--- config.mk ---
export PLATFORM = sky130hd
export DESIGN_NAME = updown_sweep_controller_flat
export DESIGN_NICKNAME = d
export VERILOG_FILES = /design/src/rtl/updown_sweep_controller_if.sv /design/src/rtl/updown_sweep_controller.sv /design/src/flat_wrapper.sv
export SDC_FILE = /design/constraint.sdc
export NUM_CORES = 1
export LEC_CHECK = 0
export ABC_AREA = 0
export CAP_MARGIN = 10
export CORE_ASPECT_RATIO = 0.9
export CORE_MARGIN = 4
export CORE_UTILIZATION = 53
export CTS_BUF_LIST = sky130_fd_sc_hd__clkbuf_16
export DETAILED_ROUTE_END_ITERATION = 10
export GPL_TIMING_DRIVEN = 1
export PLACE_DENSITY = 0.85
export SETUP_SLACK_MARGIN = 0.15
export SYNTH_ARGS = -nofsm -noshare
export SYNTH_HDL_FRONTEND = slang
export SYNTH_SLANG_ARGS = --single-unit
--- constraint.sdc ---
create_clock -name clk -period 3.7 [get_ports clk]
set_input_delay 0.74 -clock clk [delete_from_list [all_inputs] [get_ports clk]]
set_output_delay 0.74 -clock clk [all_outputs]
set_load 0.02 [all_outputs]
--- src/rtl/updown_sweep_controller_if.sv ---
// Bundle between the sweep controller, its host and the up/down counter it drives.
// The slave modport is the controller; the master side is host plus counter.
interface updown_sweep_controller_if #(
  parameter int BITS = 5,
  parameter int SW_W = 4
);
  // Host programming and handshake
  logic            start;
  logic            abort;
  logic [BITS-1:0] lo;
  logic [BITS-1:0] hi;
  logic [SW_W-1:0] sweeps;
  logic            busy;
  logic            done;
  logic            err;
  logic [SW_W-1:0] sweep_rem;

  // Counter control and feedback
  logic            cnt_enable;
  logic            cnt_load;
  logic            cnt_up;
  logic [BITS-1:0] cnt_d;
  logic [BITS-1:0] cnt_q;

  modport slave (
    input  start, abort, lo, hi, sweeps, cnt_q,
    output busy, done, err, sweep_rem, cnt_enable, cnt_load, cnt_up, cnt_d
  );

  modport master (
    output start, abort, lo, hi, sweeps, cnt_q,
    input  busy, done, err, sweep_rem, cnt_enable, cnt_load, cnt_up, cnt_d
  );
endinterface

--- src/rtl/updown_sweep_controller.sv ---
// Triangle-sweep sequencer for an external loadable up/down counter.
// A run loads lo, counts up to hi, back down to lo, and repeats for the
// programmed number of sweeps. All counter controls are Moore outputs held in
// registers that are written together with the state, so they always match it.
module updown_sweep_controller #(
  parameter int BITS = 5,
  parameter int SW_W = 4
) (
  input logic                   clk,
  input logic                   reset_n,
  updown_sweep_controller_if.slave bus
);

  typedef enum logic [2:0] {
    S_IDLE,
    S_LOAD,
    S_UP,
    S_DOWN,
    S_DONE
  } state_t;

  // Packed counter-control word: {enable, load, up, busy}
  typedef logic [3:0] ctl_t;

  state_t          state;
  ctl_t            ctl_r;
  logic [BITS-1:0] lo_r;
  logic [BITS-1:0] hi_r;
  logic [SW_W-1:0] sweep_rem_r;
  logic            done_r;
  logic            err_r;

  logic [BITS-1:0] turn_up;
  logic [BITS-1:0] turn_down;
  logic            start_ok;

  // Turnaround compares are made one step early: the counter moves on the
  // same edge the state changes, so it sits exactly on hi/lo at the turn.
  // Both are kept in BITS width; lo<hi guarantees neither wraps.
  function automatic logic [BITS-1:0] step_dn(input logic [BITS-1:0] v);
    return v - BITS'(1);
  endfunction

  function automatic logic [BITS-1:0] step_up(input logic [BITS-1:0] v);
    return v + BITS'(1);
  endfunction

  // Control word for the state being entered
  function automatic ctl_t ctl_of(input state_t s);
    case (s)
      S_LOAD:  return 4'b1101;
      S_UP:    return 4'b1011;
      S_DOWN:  return 4'b1001;
      default: return 4'b0000;
    endcase
  endfunction

  assign turn_up   = step_dn(hi_r);
  assign turn_down = step_up(lo_r);
  assign start_ok  = (bus.lo < bus.hi) && (bus.sweeps != '0);

  // Sweep sequencer: state, captured programming, remaining sweeps and pulses
  always_ff @(posedge clk) begin
    if (!reset_n) begin
      state       <= S_IDLE;
      ctl_r       <= ctl_of(S_IDLE);
      lo_r        <= '0;
      hi_r        <= '0;
      sweep_rem_r <= '0;
      done_r      <= 1'b0;
      err_r       <= 1'b0;
    end else begin
      done_r <= 1'b0;
      err_r  <= 1'b0;
      if (bus.abort) begin
        // Abort beats everything, including a start sampled in IDLE; the
        // counter is simply left un-enabled at whatever value it reached.
        state       <= S_IDLE;
        ctl_r       <= ctl_of(S_IDLE);
        sweep_rem_r <= '0;
      end else begin
        case (state)
          S_IDLE: begin
            if (bus.start) begin
              if (start_ok) begin
                lo_r        <= bus.lo;
                hi_r        <= bus.hi;
                sweep_rem_r <= bus.sweeps;
                state       <= S_LOAD;
                ctl_r       <= ctl_of(S_LOAD);
              end else begin
                err_r <= 1'b1;
              end
            end
          end
          S_LOAD: begin
            state <= S_UP;
            ctl_r <= ctl_of(S_UP);
          end
          S_UP: begin
            if (bus.cnt_q == turn_up) begin
              state <= S_DOWN;
              ctl_r <= ctl_of(S_DOWN);
            end
          end
          S_DOWN: begin
            if (bus.cnt_q == turn_down) begin
              if (sweep_rem_r == SW_W'(1)) begin
                sweep_rem_r <= '0;
                done_r      <= 1'b1;
                state       <= S_DONE;
                ctl_r       <= ctl_of(S_DONE);
              end else begin
                sweep_rem_r <= sweep_rem_r - SW_W'(1);
                state       <= S_UP;
                ctl_r       <= ctl_of(S_UP);
              end
            end
          end
          S_DONE: begin
            state <= S_IDLE;
            ctl_r <= ctl_of(S_IDLE);
          end
          default: begin
            state <= S_IDLE;
            ctl_r <= ctl_of(S_IDLE);
          end
        endcase
      end
    end
  end

  assign bus.cnt_enable = ctl_r[3];
  assign bus.cnt_load   = ctl_r[2];
  assign bus.cnt_up     = ctl_r[1];
  assign bus.busy       = ctl_r[0];
  assign bus.cnt_d      = lo_r;
  assign bus.sweep_rem  = sweep_rem_r;
  assign bus.done       = done_r;
  assign bus.err        = err_r;

endmodule

--- src/flat_wrapper.sv ---
// flat-port wrapper written by rule: the top's interface ports become plain ports
module updown_sweep_controller_flat 
#(
  parameter int BITS = 5,
  parameter int SW_W = 4
)
  (clk, reset_n, bus_start, bus_abort, bus_lo, bus_hi, bus_sweeps, bus_cnt_q, bus_busy, bus_done, bus_err, bus_sweep_rem, bus_cnt_enable, bus_cnt_load, bus_cnt_up, bus_cnt_d);
  updown_sweep_controller_if #(.BITS(BITS), .SW_W(SW_W)) bus_i ();
  input logic clk;
  input logic reset_n;
  input wire logic [$bits(bus_i.start)-1:0] bus_start;
  input wire logic [$bits(bus_i.abort)-1:0] bus_abort;
  input wire logic [$bits(bus_i.lo)-1:0] bus_lo;
  input wire logic [$bits(bus_i.hi)-1:0] bus_hi;
  input wire logic [$bits(bus_i.sweeps)-1:0] bus_sweeps;
  input wire logic [$bits(bus_i.cnt_q)-1:0] bus_cnt_q;
  output wire logic [$bits(bus_i.busy)-1:0] bus_busy;
  output wire logic [$bits(bus_i.done)-1:0] bus_done;
  output wire logic [$bits(bus_i.err)-1:0] bus_err;
  output wire logic [$bits(bus_i.sweep_rem)-1:0] bus_sweep_rem;
  output wire logic [$bits(bus_i.cnt_enable)-1:0] bus_cnt_enable;
  output wire logic [$bits(bus_i.cnt_load)-1:0] bus_cnt_load;
  output wire logic [$bits(bus_i.cnt_up)-1:0] bus_cnt_up;
  output wire logic [$bits(bus_i.cnt_d)-1:0] bus_cnt_d;
  assign bus_i.start = bus_start;
  assign bus_i.abort = bus_abort;
  assign bus_i.lo = bus_lo;
  assign bus_i.hi = bus_hi;
  assign bus_i.sweeps = bus_sweeps;
  assign bus_i.cnt_q = bus_cnt_q;
  assign bus_busy = bus_i.busy;
  assign bus_done = bus_i.done;
  assign bus_err = bus_i.err;
  assign bus_sweep_rem = bus_i.sweep_rem;
  assign bus_cnt_enable = bus_i.cnt_enable;
  assign bus_cnt_load = bus_i.cnt_load;
  assign bus_cnt_up = bus_i.cnt_up;
  assign bus_cnt_d = bus_i.cnt_d;
  updown_sweep_controller #(.BITS(BITS), .SW_W(SW_W)) u_core (.clk(clk), .reset_n(reset_n), .bus(bus_i));
endmodule
# ---- Word-level counts from Yosys, hierarchy flattened
# Cells that the tools add are included.
# Widths: inputs -> output; s select.
dict set report totals {
  latch_bits 0
  ff_bits 23
  mem_bits_rw 0
  elab_cells 56
  mem_bits_ro 0
  output_inout_bits 15
  memories 0
}
dict set report op_classes {
  addsub 3
  shift 0
  magnitude_cmp 1
  n_bitwise 6
  n_mul 0
  eq_ne 10
  n_mux 19
  n_div 0
  n_reduce_logical 10
}
# operator n
set ops {}
lappend ops {{$mux 4} 9}
lappend ops {{$pmux 4 s4} 1}
lappend ops {{$mux 3} 5}
lappend ops {{$pmux 3 s4} 1}
lappend ops {{$reduce_and 4->1} 3}
lappend ops {{$eq 5x5->1} 2}
lappend ops {{$pmux 4 s2} 1}
lappend ops {{$reduce_or 4->1} 2}
lappend ops {{$eq 3x2->1 const B} 2}
lappend ops {{$ne 2x1->1 const B} 3}
lappend ops {{$not 1->1} 6}
lappend ops {{$add 5x1->5 const B} 1}
lappend ops {{$lt 5x5->1} 1}
lappend ops {{$sub 5x1->5 const B} 1}
lappend ops {{$eq 4x1->1 const B} 1}
lappend ops {{$reduce_bool 4->1} 1}
lappend ops {{$sub 4x1->4 const B} 1}
lappend ops {{$eq 3x1->1 const B} 1}
lappend ops {{$logic_not 3->1} 1}
lappend ops {{$mux 1} 2}
lappend ops {{$ne 2x2->1 const B} 1}
lappend ops {{$reduce_bool 2->1} 1}
lappend ops {{$reduce_or 2->1} 1}
lappend ops {{$logic_and 1x1->1} 1}

# ---- Logic depth before layout (Yosys ltp)
# Gate-level depths: netlist of the first run.
dict set report logic_depth {
  ltp_word 5
  mapped_depth 8
}

# ---- Worst setup path before layout of the first run
# OpenSTA, ideal clock, no wires.
dict set report synth_path {
  path_kind {input port to flip-flop}
  startpoint {in bus_hi[4]}
  endpoint {reg u_core.lo_r[0], in the netlist u_core.bus.cnt_d[0]}
  slack_ns 1.458
  stages 8
  arrival_time_ns 2.126
  setup_time_ns 0.116
  n_path_buf 1
  required_time_ns 3.584
  cell_sequence {inv_1 > ha_1 > a21oi_1 > o41ai_2 > a2111oi_2 > buf_6 > mux2i_1 > nor2b_1}
}
dict set report synth_via {
  elab_chain_cells 3
}
# element line_no
set synth_lines {}
lappend synth_lines {{from (decl)} flat_wrapper.sv:14} ;# input wire logic [$bits(bus_i.hi)-1:0] bus_hi;
lappend synth_lines {{$lt 5x5->1} updown_sweep_controller.sv:60} ;# assign start_ok = (bus.lo < bus.hi) && (bus.sweeps != '0);
lappend synth_lines {{$logic_and 1x1->1} updown_sweep_controller.sv:60}
lappend synth_lines {{$reduce_and 4->1 (no source line)} n/a}
lappend synth_lines {{to (signal assigned)} updown_sweep_controller.sv:86} ;# lo_r <= bus.lo;
lappend synth_lines {{to (decl)} updown_sweep_controller.sv:27} ;# logic [BITS-1:0] lo_r;
# Every way passes these cells.
# A chain may end at the register's enable or synchronous reset.

# ---- Worst setup path in the final report of the first run
dict set report layout_path {
  startpoint {in bus_hi[4]}
  endpoint {reg u_core.lo_r[3], in the netlist u_core.bus.cnt_d[3]}
}
# The elaborated chain is that of the path after synthesis.

==> results of run 1 <==
path summary, 6_finish.rpt:
kind	slack, ns	from	cells after the start	to
max	0.88	bus_hi[4]	9	u_core.bus.cnt_d[3]$_SDFFE_PN0P_
min	0.50	u_core.bus.sweep_rem[1]$_SDFFE_PP0P_	2	u_core.bus.sweep_rem[1]$_SDFFE_PP0P_
max reg2reg	1.58	u_core.bus.cnt_d[0]$_SDFFE_PN0P_	6	u_core.bus.sweep_rem[0]$_SDFFE_PP0P_
min reg2reg	0.50	u_core.bus.sweep_rem[1]$_SDFFE_PP0P_	2	u_core.bus.sweep_rem[1]$_SDFFE_PP0P_
layer usage:
metal	share of wire, %	GRT usage (%)	up-vias
li1	-	-	672
met1	40	26.86	662
met2	51	40.00	66
met3	5.7	3.435	15
met4	3.5	9.337	0
met5	0	0	-
layout by cell type, fill, tap and decap left out, drive strengths merged, types with 2 or more instances in the layout:
cell type       n
ha              8
a21oi           6
nand2          17
nor2           10
inv             9
mux2i          15
a31oi           2
xnor2           8
o21ai           5
xor2            4
nor2b          13
nor3b           2
a211o           2
clkdlybuf4s50  37
a211oi          3
a2111oi         2
nor3            9
dfxtp          22
nand2b          2
clkbuf          3
nand3           4
per-stage QoR:
stage / instances / instance area, sq um / hold slack (ns) / utilization, %
2_1_floorplan: 168 / 1511 / 0.5042 / -
3_3_place_gp: 240 / 1898 / 0.4844 / 69.08
3_5_place_dp: 240 / 1898 / 0.4971 / 69.08
4_1_cts: 244 / 2003 / 0.5049 / 72.91
5_1_grt: 244 / 2003 / 0.5429 / 72.91
6_report: 244 / 2003 / 0.5019 / 72.91
cell families after synthesis:
kind of cell / count (synthesis) / share of synthesized area [%]
xor gates and xnor gates: 12 / 6.954
AOI/OAI and AO/OA: 32 / 18.30
DFF: 22 / 29.14
adders and majority gates: 8 / 6.623
and+or+nand+nor: 63 / 22.27
buffers and inverters: 15 / 4.967
muxes: 16 / 11.75
power by group through the flow:
stage / logic [W] / registers (W) / clock network (W)
after floorplan: 0.0000893 / 0.000267 / 0
after global placement: 0.000146 / 0.000262 / 0
after detailed placement: 0.000152 / 0.000263 / 0
after CTS: 0.000154 / 0.000258 / 0.000304
after global routing: 0.000167 / 0.000259 / 0.000316
final: 0.000155 / 0.000258 / 0.000302
worst min-delay path, stage by stage, from the launching register on:
cell and delay (ns):
dfxtp_1 0.33, nand2_1 0.06, mux2i_1 0.06
registers in the layout, summed over array words and instances (netlist names):
signal	count
u_core.bus.err	1
u_core.ctl_r	3
u_core.bus.cnt_d	5
u_core.bus.done	1
u_core.hi_r	5
u_core.state	3
u_core.bus.sweep_rem	4
final cells by class:
cell class	instances	area share, %
Clock buffer	3	3.748
Timing Repair Buffer	38	18.86
Tap cell	40	2.498
Clock inverter	1	1.499
Multi-Input combinational cell	131	49.72
Sequential cell	22	21.99
Inverter	9	1.686
==> reports/qor.yml, run 1 <==
setup_path:
  required_ns: 3.85
  crit_chain: "clkdlybuf4s50_1, inv_1, ha_1, a21oi_1, o41ai_2, a2111oi_2, buf_4, mux2i_1, nor2b_1"
  crit_slowest_cell: "clkdlybuf4s50_1"
  crit_path_end_kind: "flop"
  critPathKind: "primary input to flop"
  critPathLaunchType: "primary input"
  crit_buf_inv: 3
  worstPathArrival_ns: 2.97
  slowest_delay_ns: 0.48
  cp_top_family: "buffers and inverters"
  cp_max_fo: 10
finish:
  nFillCells: 212
  final_nets: 236
  drive_gt1_share_pct: 8.824
  area_growth_pct: 32.53
  ff_latch_area_sq_um: 440.4
  diodes: 0
  multi_input_area_sq_um: 996.0
timing:
  rsz0062_at_grt: "false"
  fmax_ghz: 0.3542
  setup-tns-final_ns: 0
  slew_viol_final: 0
  setup_viol: 0
  worst_pin_slew_ns: 0.8243
  final_min_period_over_clock_period_pct: 76.30
  relSlewSlack_pct: 44.93
  hold_viol: 0
  fin_skew_ns: 0.003871
  layout_min_cycle_time_ns: 2.823
  setup_ws_ns: 0.8768
run_status:
  violations: "DRC"
  status: "finished with violations"
drt:
  first_pass_iters: 7
  wire_per_inst_microns: 16.31
  vias: 1415
  route.detailed.drc: 2
  vias_per_cell: 5.799
  first_iter_violations: 137
  wirelength_mm: 3.979
  postRouteAntennaNets: 0
synth:
  synth_ff_type: "dfxtp_1"
  syn_nets: 199
  avgSynthCellArea_sq_um: 8.997
  synth_area_leaders: "dfxtp_1 (29%), mux2i_1 (9.3%), ha_1 (6.6%)"
  yosysMostFrequentCell: "dfxtp_1"
  synth_seq_cells: 22
  synth_edf_count: 0
  yosysWarnings: 0
  synth_top_area_share_pct: 29.14
  netlist_area_sq_mm: 0.001511
  async_flop_share_pct: 0
  synth_top_area_cell: "dfxtp_1"
  synth_cell_types: 46
  synth_cells: 168
  synthTopCellsByCount: "dfxtp_1 (22), nand2_1 (17), mux2i_1 (14), nor2b_1 (12), nor2_1 (10)"
  synth_seq_area_share_pct: 29.14
placement:
  dp_hpwl_mm: 3.040
  place_congestion: 0.9115
  pre_cts_slack_ns: 0.7068
  numPortBuffers: 37
grt:
  antenna_found_initial: 0
  track_usage_pct: 22.34
  grt_max_degree: 14
  grt_pass1_wl_mm: 6.603
  grt_pass1_vias: 1407
  overflow: 0
die:
  die_area_sq_mm: 0.003771
  die_h_microns: 58.66
  rows: 18
  core_area_sq_mm: 0.002748
  die_x_microns: 64.29
  initial_core_util_pct: 55.01
  boundaryPins: 38
clocking:
  h-tree-depth: 1
  cts_buffers: 3
  cts_resized: 0
  hold_buffers: 0
  cts_root_buf: "clkbuf_16"
  path_clk_slew_ns: 0.06
  clock_sinks: 22
  cts_setup_buffers: 0
  worstSkewPairLatency_ns: 0.25
  cts.path.max_buffers: 2
  cts_tree: "done"
pwr:
  p_leak_nw: 0.7610
  p_total_w: 0.0007152
  powerDensity_mw_per_mm2: 357.0
  ir_drop_mv: 0.2692
  netSwitchingPower_w: 0.0001765
  switching_share_pct: 24.68
  clockPowerShare_pct: 42.3
  seqPwrFrac_pct: 36.0
  combPwrFrac_pct: 21.7
  p_int_w: 0.0005387
run:
  maxCapViolCount: 0
min_path:
  hp-class: "flop to flop"
Note: power is estimated with default switching activity, not from simulation.
==> inputs of run 2 (changes only) <==
--- a/config.mk
+++ b/config.mk
@@ -9,11 +9,11 @@
 export CAP_MARGIN = 10
 export CORE_ASPECT_RATIO = 0.9
 export CORE_MARGIN = 4
-export CORE_UTILIZATION = 53
+export CORE_UTILIZATION = 44
 export CTS_BUF_LIST = sky130_fd_sc_hd__clkbuf_16
 export DETAILED_ROUTE_END_ITERATION = 10
 export GPL_TIMING_DRIVEN = 1
-export PLACE_DENSITY = 0.85
+export PLACE_DENSITY = 0.76
 export SETUP_SLACK_MARGIN = 0.15
 export SYNTH_ARGS = -nofsm -noshare
 export SYNTH_HDL_FRONTEND = slang
==> constraint.sdc (replaced) <==
create_clock -name clk -period 2.5 [get_ports clk]
set_input_delay 0.5 -clock clk [delete_from_list [all_inputs] [get_ports clk]]
set_output_delay 0.5 -clock clk [all_outputs]
set_load 0.02 [all_outputs]
==> run 2 against run 1 <==
The run now ends clean. Clock power increased by 8.6%. First-iteration DRC count decreased by 23%. Die area increased by 18%. Global-route usage decreased by 5.4 points. Final cell count increased by 5.3%. Total power increased by 37%. Flip-flop and latch count unchanged. Critical path type unchanged. Largest cell class unchanged. Largest power group is now sequential cells.
==> reports/qor.yml, run 2 (synthesis results as in run 1) <==
run_status:
  status: "completed"
placement:
  place_congestion: 0.8858
  dp_hpwl_mm: 2.970
  numPortBuffers: 37
  place_inst: 251
setup_path:
  crit_path_end_kind: "flop"
  worstPathArrival_ns: 2.47
  critPathKind: "primary input to flop"
  critPathLaunchType: "primary input"
  required_ns: 2.64
  cp_max_fo: 4
die:
  core_area_sq_mm: 0.003186
  boundaryPins: 38
  initial_core_util_pct: 47.45
  die_area_sq_mm: 0.004438
  rows: 19
  die_h_microns: 63.60
  die_x_microns: 69.78
timing:
  layout_min_cycle_time_ns: 2.330
  rsz0062_at_grt: "true"
  worst_pin_slew_ns: 0.6716
  slew_viol_final: 0
  relSlewSlack_pct: 55.13
  setup_viol: 0
  hold_viol: 0
  final_min_period_over_clock_period_pct: 93.22
  setup-tns-final_ns: 0
  fin_skew_ns: 0.001820
  fmax_ghz: 0.4291
finish:
  stdcell_count: 257
  final_nets: 248
  multi_input_area_sq_mm: 0.001066
  area_growth_pct: 42.05
  diodes: 0
  layout_commonest_cell: "clkdlybuf4s50_1"
  postLayoutCoreUtil_pct: 67.40
  drive_gt1_share_pct: 16.74
  final_cell_mix: "clkdlybuf4s50_1 (34), dfxtp_1 (22), nand2_1 (17)"
  ff_latch_area_sq_um: 440.4
  nFillCells: 242
clocking:
  path_clk_slew_ns: 0.06
  h-tree-depth: 1
  cts_buffers: 3
  cts.path.max_buffers: 2
  worstSkewPairLatency_ns: 0.25
  cts_root_buf: "clkbuf_16"
  hold_buffers: 0
  cts_tree: "done"
  clock_sinks: 22
grt:
  grt_pass1_wl_mm: 6.265
  overflow: 0
  antenna_found_initial: 0
  grt_max_degree: 12
  grt_pass1_vias: 1405
  track_usage_pct: 16.96
drt:
  first_pass_iters: 4
  first_iter_violations: 106
  postRouteAntennaNets: 0
  vias_per_cell: 5.560
  wire_per_inst_microns: 15.70
  vias: 1429
  wirelength_mm: 4.035
  route.detailed.drc: 0
pwr:
  ir_drop_mv: 0.4214
  powerDensity_mw_per_mm2: 457.3
  p_leak_nw: 0.8356
  p_total_w: 0.0009817
run:
  maxCapViolCount: 0
min_path:
  hp-class: "flop to flop"
## run 2: cell count changes in the layout (fill, tap and decap cells not counted), moves of 2 or more
cell,change
inv_2,+2
clkdlybuf4s50_1,-3
inv_1,-2
buf_4,+11
dlymetal6s2s_1,+3
ha_1,-2
## run 2: final timing paths
check,end,startpoint,slack [ns],cells past startpoint
setup / recovery,u_core.bus.sweep_rem[0]$_SDFFE_PP0P_,bus_hi[2],0.17,8
setup reg to reg,u_core.bus.sweep_rem[0]$_SDFFE_PP0P_,u_core.bus.cnt_d[0]$_SDFFE_PN0P_,0.49,6
hold reg to reg,u_core.bus.sweep_rem[1]$_SDFFE_PP0P_,u_core.bus.sweep_rem[1]$_SDFFE_PP0P_,0.50,2
hold / removal,u_core.bus.sweep_rem[1]$_SDFFE_PP0P_,u_core.bus.sweep_rem[1]$_SDFFE_PP0P_,0.50,2
## run 2: timing repair
action                                  CTS  global route
endpoints found under the setup margin   14            17
cloned                                    1             0
gates resized for setup                   3            16
buffers inserted                          0             2
hold endpoints to repair                  0             0
pin swaps                                 2             5
## run 2: layout make-up
cell class	count	share of cell area (%)
inverters	9	1.573
flip-flops and latches	22	20.51
well taps	42	2.448
multi-input cells	131	49.65
clock buffers	3	3.497
repair buffers	50	22.32
## run 2: power by group
part           switching [W]  internal (W)
clock               0.000117      0.000211
combinational       0.000128      0.000144
sequential         0.0000175      0.000365
total               0.000262      0.000719
## run 2: per-layer routing
| metal | up-vias | global-route usage [%] | share of wire, % |
|---|---|---|---|
| li1 | 694 | - | - |
| met1 | 679 | 20.90 | 42 |
| met2 | 50 | 30.07 | 51 |
| met3 | 6 | 2.067 | 4.9 |
| met4 | 0 | 6.220 | 2.0 |
| met5 | - | 0 | 0 |
## run 2: critical path, cell delays in order
cell and delay (ns):
clkdlybuf4s50_1 0.48, inv_1 0.06, ha_2 0.28, o211a_4 0.26, buf_4 0.15, a211oi_4 0.32
mux2i_4 0.12, mux2_4 0.30
## run 2: metrics by stage
stage | instance area, sq um | hold WS (ns) | worst slack, ns
final | 2147 | 0.4986 | 0.1695
after global placement | 1968 | 0.4843 | -0.08423
after CTS | 2056 | 0.5042 | 0.1281
after detailed placement | 1968 | 0.4964 | -0.1691
after global routing | 2147 | 0.5513 | 0.1344
after floorplan | 1511 | 0.5042 | 0.4549
==> inputs of run 3 (changes only) <==
--- a/config.mk
+++ b/config.mk
@@ -11,9 +11,10 @@
 export CORE_MARGIN = 4
 export CORE_UTILIZATION = 44
 export CTS_BUF_LIST = sky130_fd_sc_hd__clkbuf_16
+export CTS_CLUSTER_SIZE = 30
 export DETAILED_ROUTE_END_ITERATION = 10
 export GPL_TIMING_DRIVEN = 1
-export PLACE_DENSITY = 0.76
+export PLACE_DENSITY_LB_ADDON = 0.08
 export SETUP_SLACK_MARGIN = 0.15
 export SYNTH_ARGS = -nofsm -noshare
 export SYNTH_HDL_FRONTEND = slang
==> run 3 against run 2 <==
First-iteration DRC count rose by 8.5%. Flip-flop and latch count stayed put. Via count decreased by 0.42%. Global-route usage rose by 0.63 points. Clock-buffer cell count unchanged. Clock power rose by 38%. Combinational power about the same. Register-to-register slack worse by 0.03 ns. Hold slack better by 0.019 ns.
==> reports/qor.yml, run 3 (synthesis results as in run 1) <==
grt:
  track_usage_pct: 17.59
  grt_pass1_wl_mm: 6.451
  grt_max_degree: 14
  grt_pass1_vias: 1382
  antenna_found_initial: 0
  overflow: 0
finish:
  layout_commonest_cell: "clkdlybuf4s50_1"
  area_growth_pct: 44.29
  postLayoutCoreUtil_pct: 68.46
  drive_gt1_share_pct: 17.21
  diodes: 0
  stdcell_count: 257
  nFillCells: 248
  multi_input_area_sq_mm: 0.001080
  final_nets: 247
  final_cell_mix: "clkdlybuf4s50_1 (35), dfxtp_1 (22), nand2_1 (17)"
  ff_latch_area_sq_um: 440.4
placement:
  numPortBuffers: 37
  dp_hpwl_mm: 2.981
  place_congestion: 0.9549
  place_inst: 252
timing:
  setup-tns-final_ns: 0
  worst_pin_slew_ns: 0.6092
  hold-worst-slack_ns: 0.5180
  rsz0062_at_grt: "false"
  hold_viol: 0
  fmax_ghz: 0.4370
  final_min_period_over_clock_period_pct: 91.54
  relSlewSlack_pct: 59.30
  layout_min_cycle_time_ns: 2.288
  slew_viol_final: 0
  setup_viol: 0
  fin_skew_ns: 0.001153
pwr:
  powerDensity_mw_per_mm2: 505.9
  ir_drop_mv: 0.3922
  p_total_w: 0.001103
  p_leak_nw: 0.8359
min_path:
  hp-class: "flop to flop"
  min_from: "u_core.bus.sweep_rem[3]$_SDFFE_PP0P_"
  timing.hold.worst_path_depth: 2
  worstHoldEndpoint: "u_core.bus.sweep_rem[3]$_SDFFE_PP0P_"
clocking:
  cts.path.max_buffers: 2
  cts_root_buf: "clkbuf_16"
  h-tree-depth: 1
  cts_buffers: 3
  worstSkewPairLatency_ns: 0.26
  cts_tree: "done"
  clock_sinks: 22
  cts_setup_buffers: 0
  path_clk_slew_ns: 0.06
  hold_buffers: 0
die:
  die_area_sq_mm: 0.004438
  initial_core_util_pct: 47.45
  core_area_sq_mm: 0.003186
  die_h_microns: 63.60
  die_x_microns: 69.78
  rows: 19
  boundaryPins: 38
setup_path:
  critPathLaunchType: "primary input"
  crit_path_end_kind: "flop"
  startpoint: "bus_hi[4]"
  cp_max_fo: 3
  critPathKind: "primary input to flop"
  r2r_slack_ns: 0.46
  r2r_end: "u_core.state[0]$_SDFFE_PP0P_"
  worst-r2r-cell-count: 7
  required_ns: 2.65
  reg2reg_from: "u_core.hi_r[0]$_SDFFE_PN0P_"
  worstPathArrival_ns: 2.44
run:
  maxCapViolCount: 0
drt:
  vias: 1423
  first_iter_violations: 115
  vias_per_cell: 5.537
  postRouteAntennaNets: 0
  first_pass_iters: 4
  wire_per_inst_microns: 15.09
  route.detailed.drc: 0
  wirelength_mm: 3.879
run_status:
  status: "completed"
==> run 3: cell types whose count changed in the layout (fill, tap and decap cells not counted), sizes merged <==
cell	change
buf	-1
bufinv	+1
clkdlybuf4s50	+1
dlymetal6s2s	-1
==> run 3: stage by stage <==
| stage | setup slack (ns) | area [sq um] |
|---|---|---|
| 3_5_place_dp | -0.1623 | 1976 |
| 6_report | 0.2115 | 2181 |
| 3_3_place_gp | -0.07403 | 1976 |
| 5_1_grt | 0.1528 | 2181 |
| 4_1_cts | 0.1547 | 2096 |
| 2_1_floorplan | 0.4549 | 1511 |
==> run 3: area by class of cell <==
type,count,area share [%]
clock buffers,3,3.442
clock inverters,1,1.377
flip-flops and latches,22,20.20
multi-input cells,131,49.51
repair buffers,49,21.51
well taps,42,2.410
inverters,9,1.549
==> run 3: per-layer routing <==
layer | global-route usage (%) | wire length (microns) | vias to the layer above
li1 | - | - | 693
met3 | 4.293 | 220 | 6
met4 | 2.632 | 27 | 0
met5 | 0 | 0 | -
met2 | 29.72 | 1830 | 56
met1 | 23.09 | 1801 | 668
==> run 3: where the power goes <==
part	leakage [nW]	switching, W	internal, W
registers	0.179	0.0000172	0.000365
clock network	0.0511	0.000133	0.000318
logic	0.606	0.000127	0.000144
==> run 3: what timing repair did <==
action	CTS	global route
pin swaps	1	6
endpoints found under the hold margin	0	0
endpoints found under the setup margin	13	15
gates cloned	1	0
gates resized for setup	4	13
==> run 3: worst max-delay path by stage <==
stage	end	slack (ns)	cells past startpoint
global placement	u_core.hi_r[2]$_SDFFE_PN0P_	-0.07	9
detailed placement	u_core.hi_r[3]$_SDFFE_PN0P_	-0.16	9
floorplan	u_core.bus.sweep_rem[0]$_SDFFE_PP0P_	0.45	6
CTS	u_core.bus.cnt_d[3]$_SDFFE_PN0P_	0.15	8
global route	u_core.bus.sweep_rem[0]$_SDFFE_PP0P_	0.15	9
finish	u_core.bus.sweep_rem[0]$_SDFFE_PP0P_	0.21	9
==> run 3: worst max-delay path: stages <==
cell and delay [ns]:
clkdlybuf4s50_1 0.48, inv_1 0.07, ha_4 0.25, a21oi_2 0.19
o41ai_4 0.14, buf_4 0.17, a211oi_4 0.22, mux2i_4 0.11
mux2_4 0.31
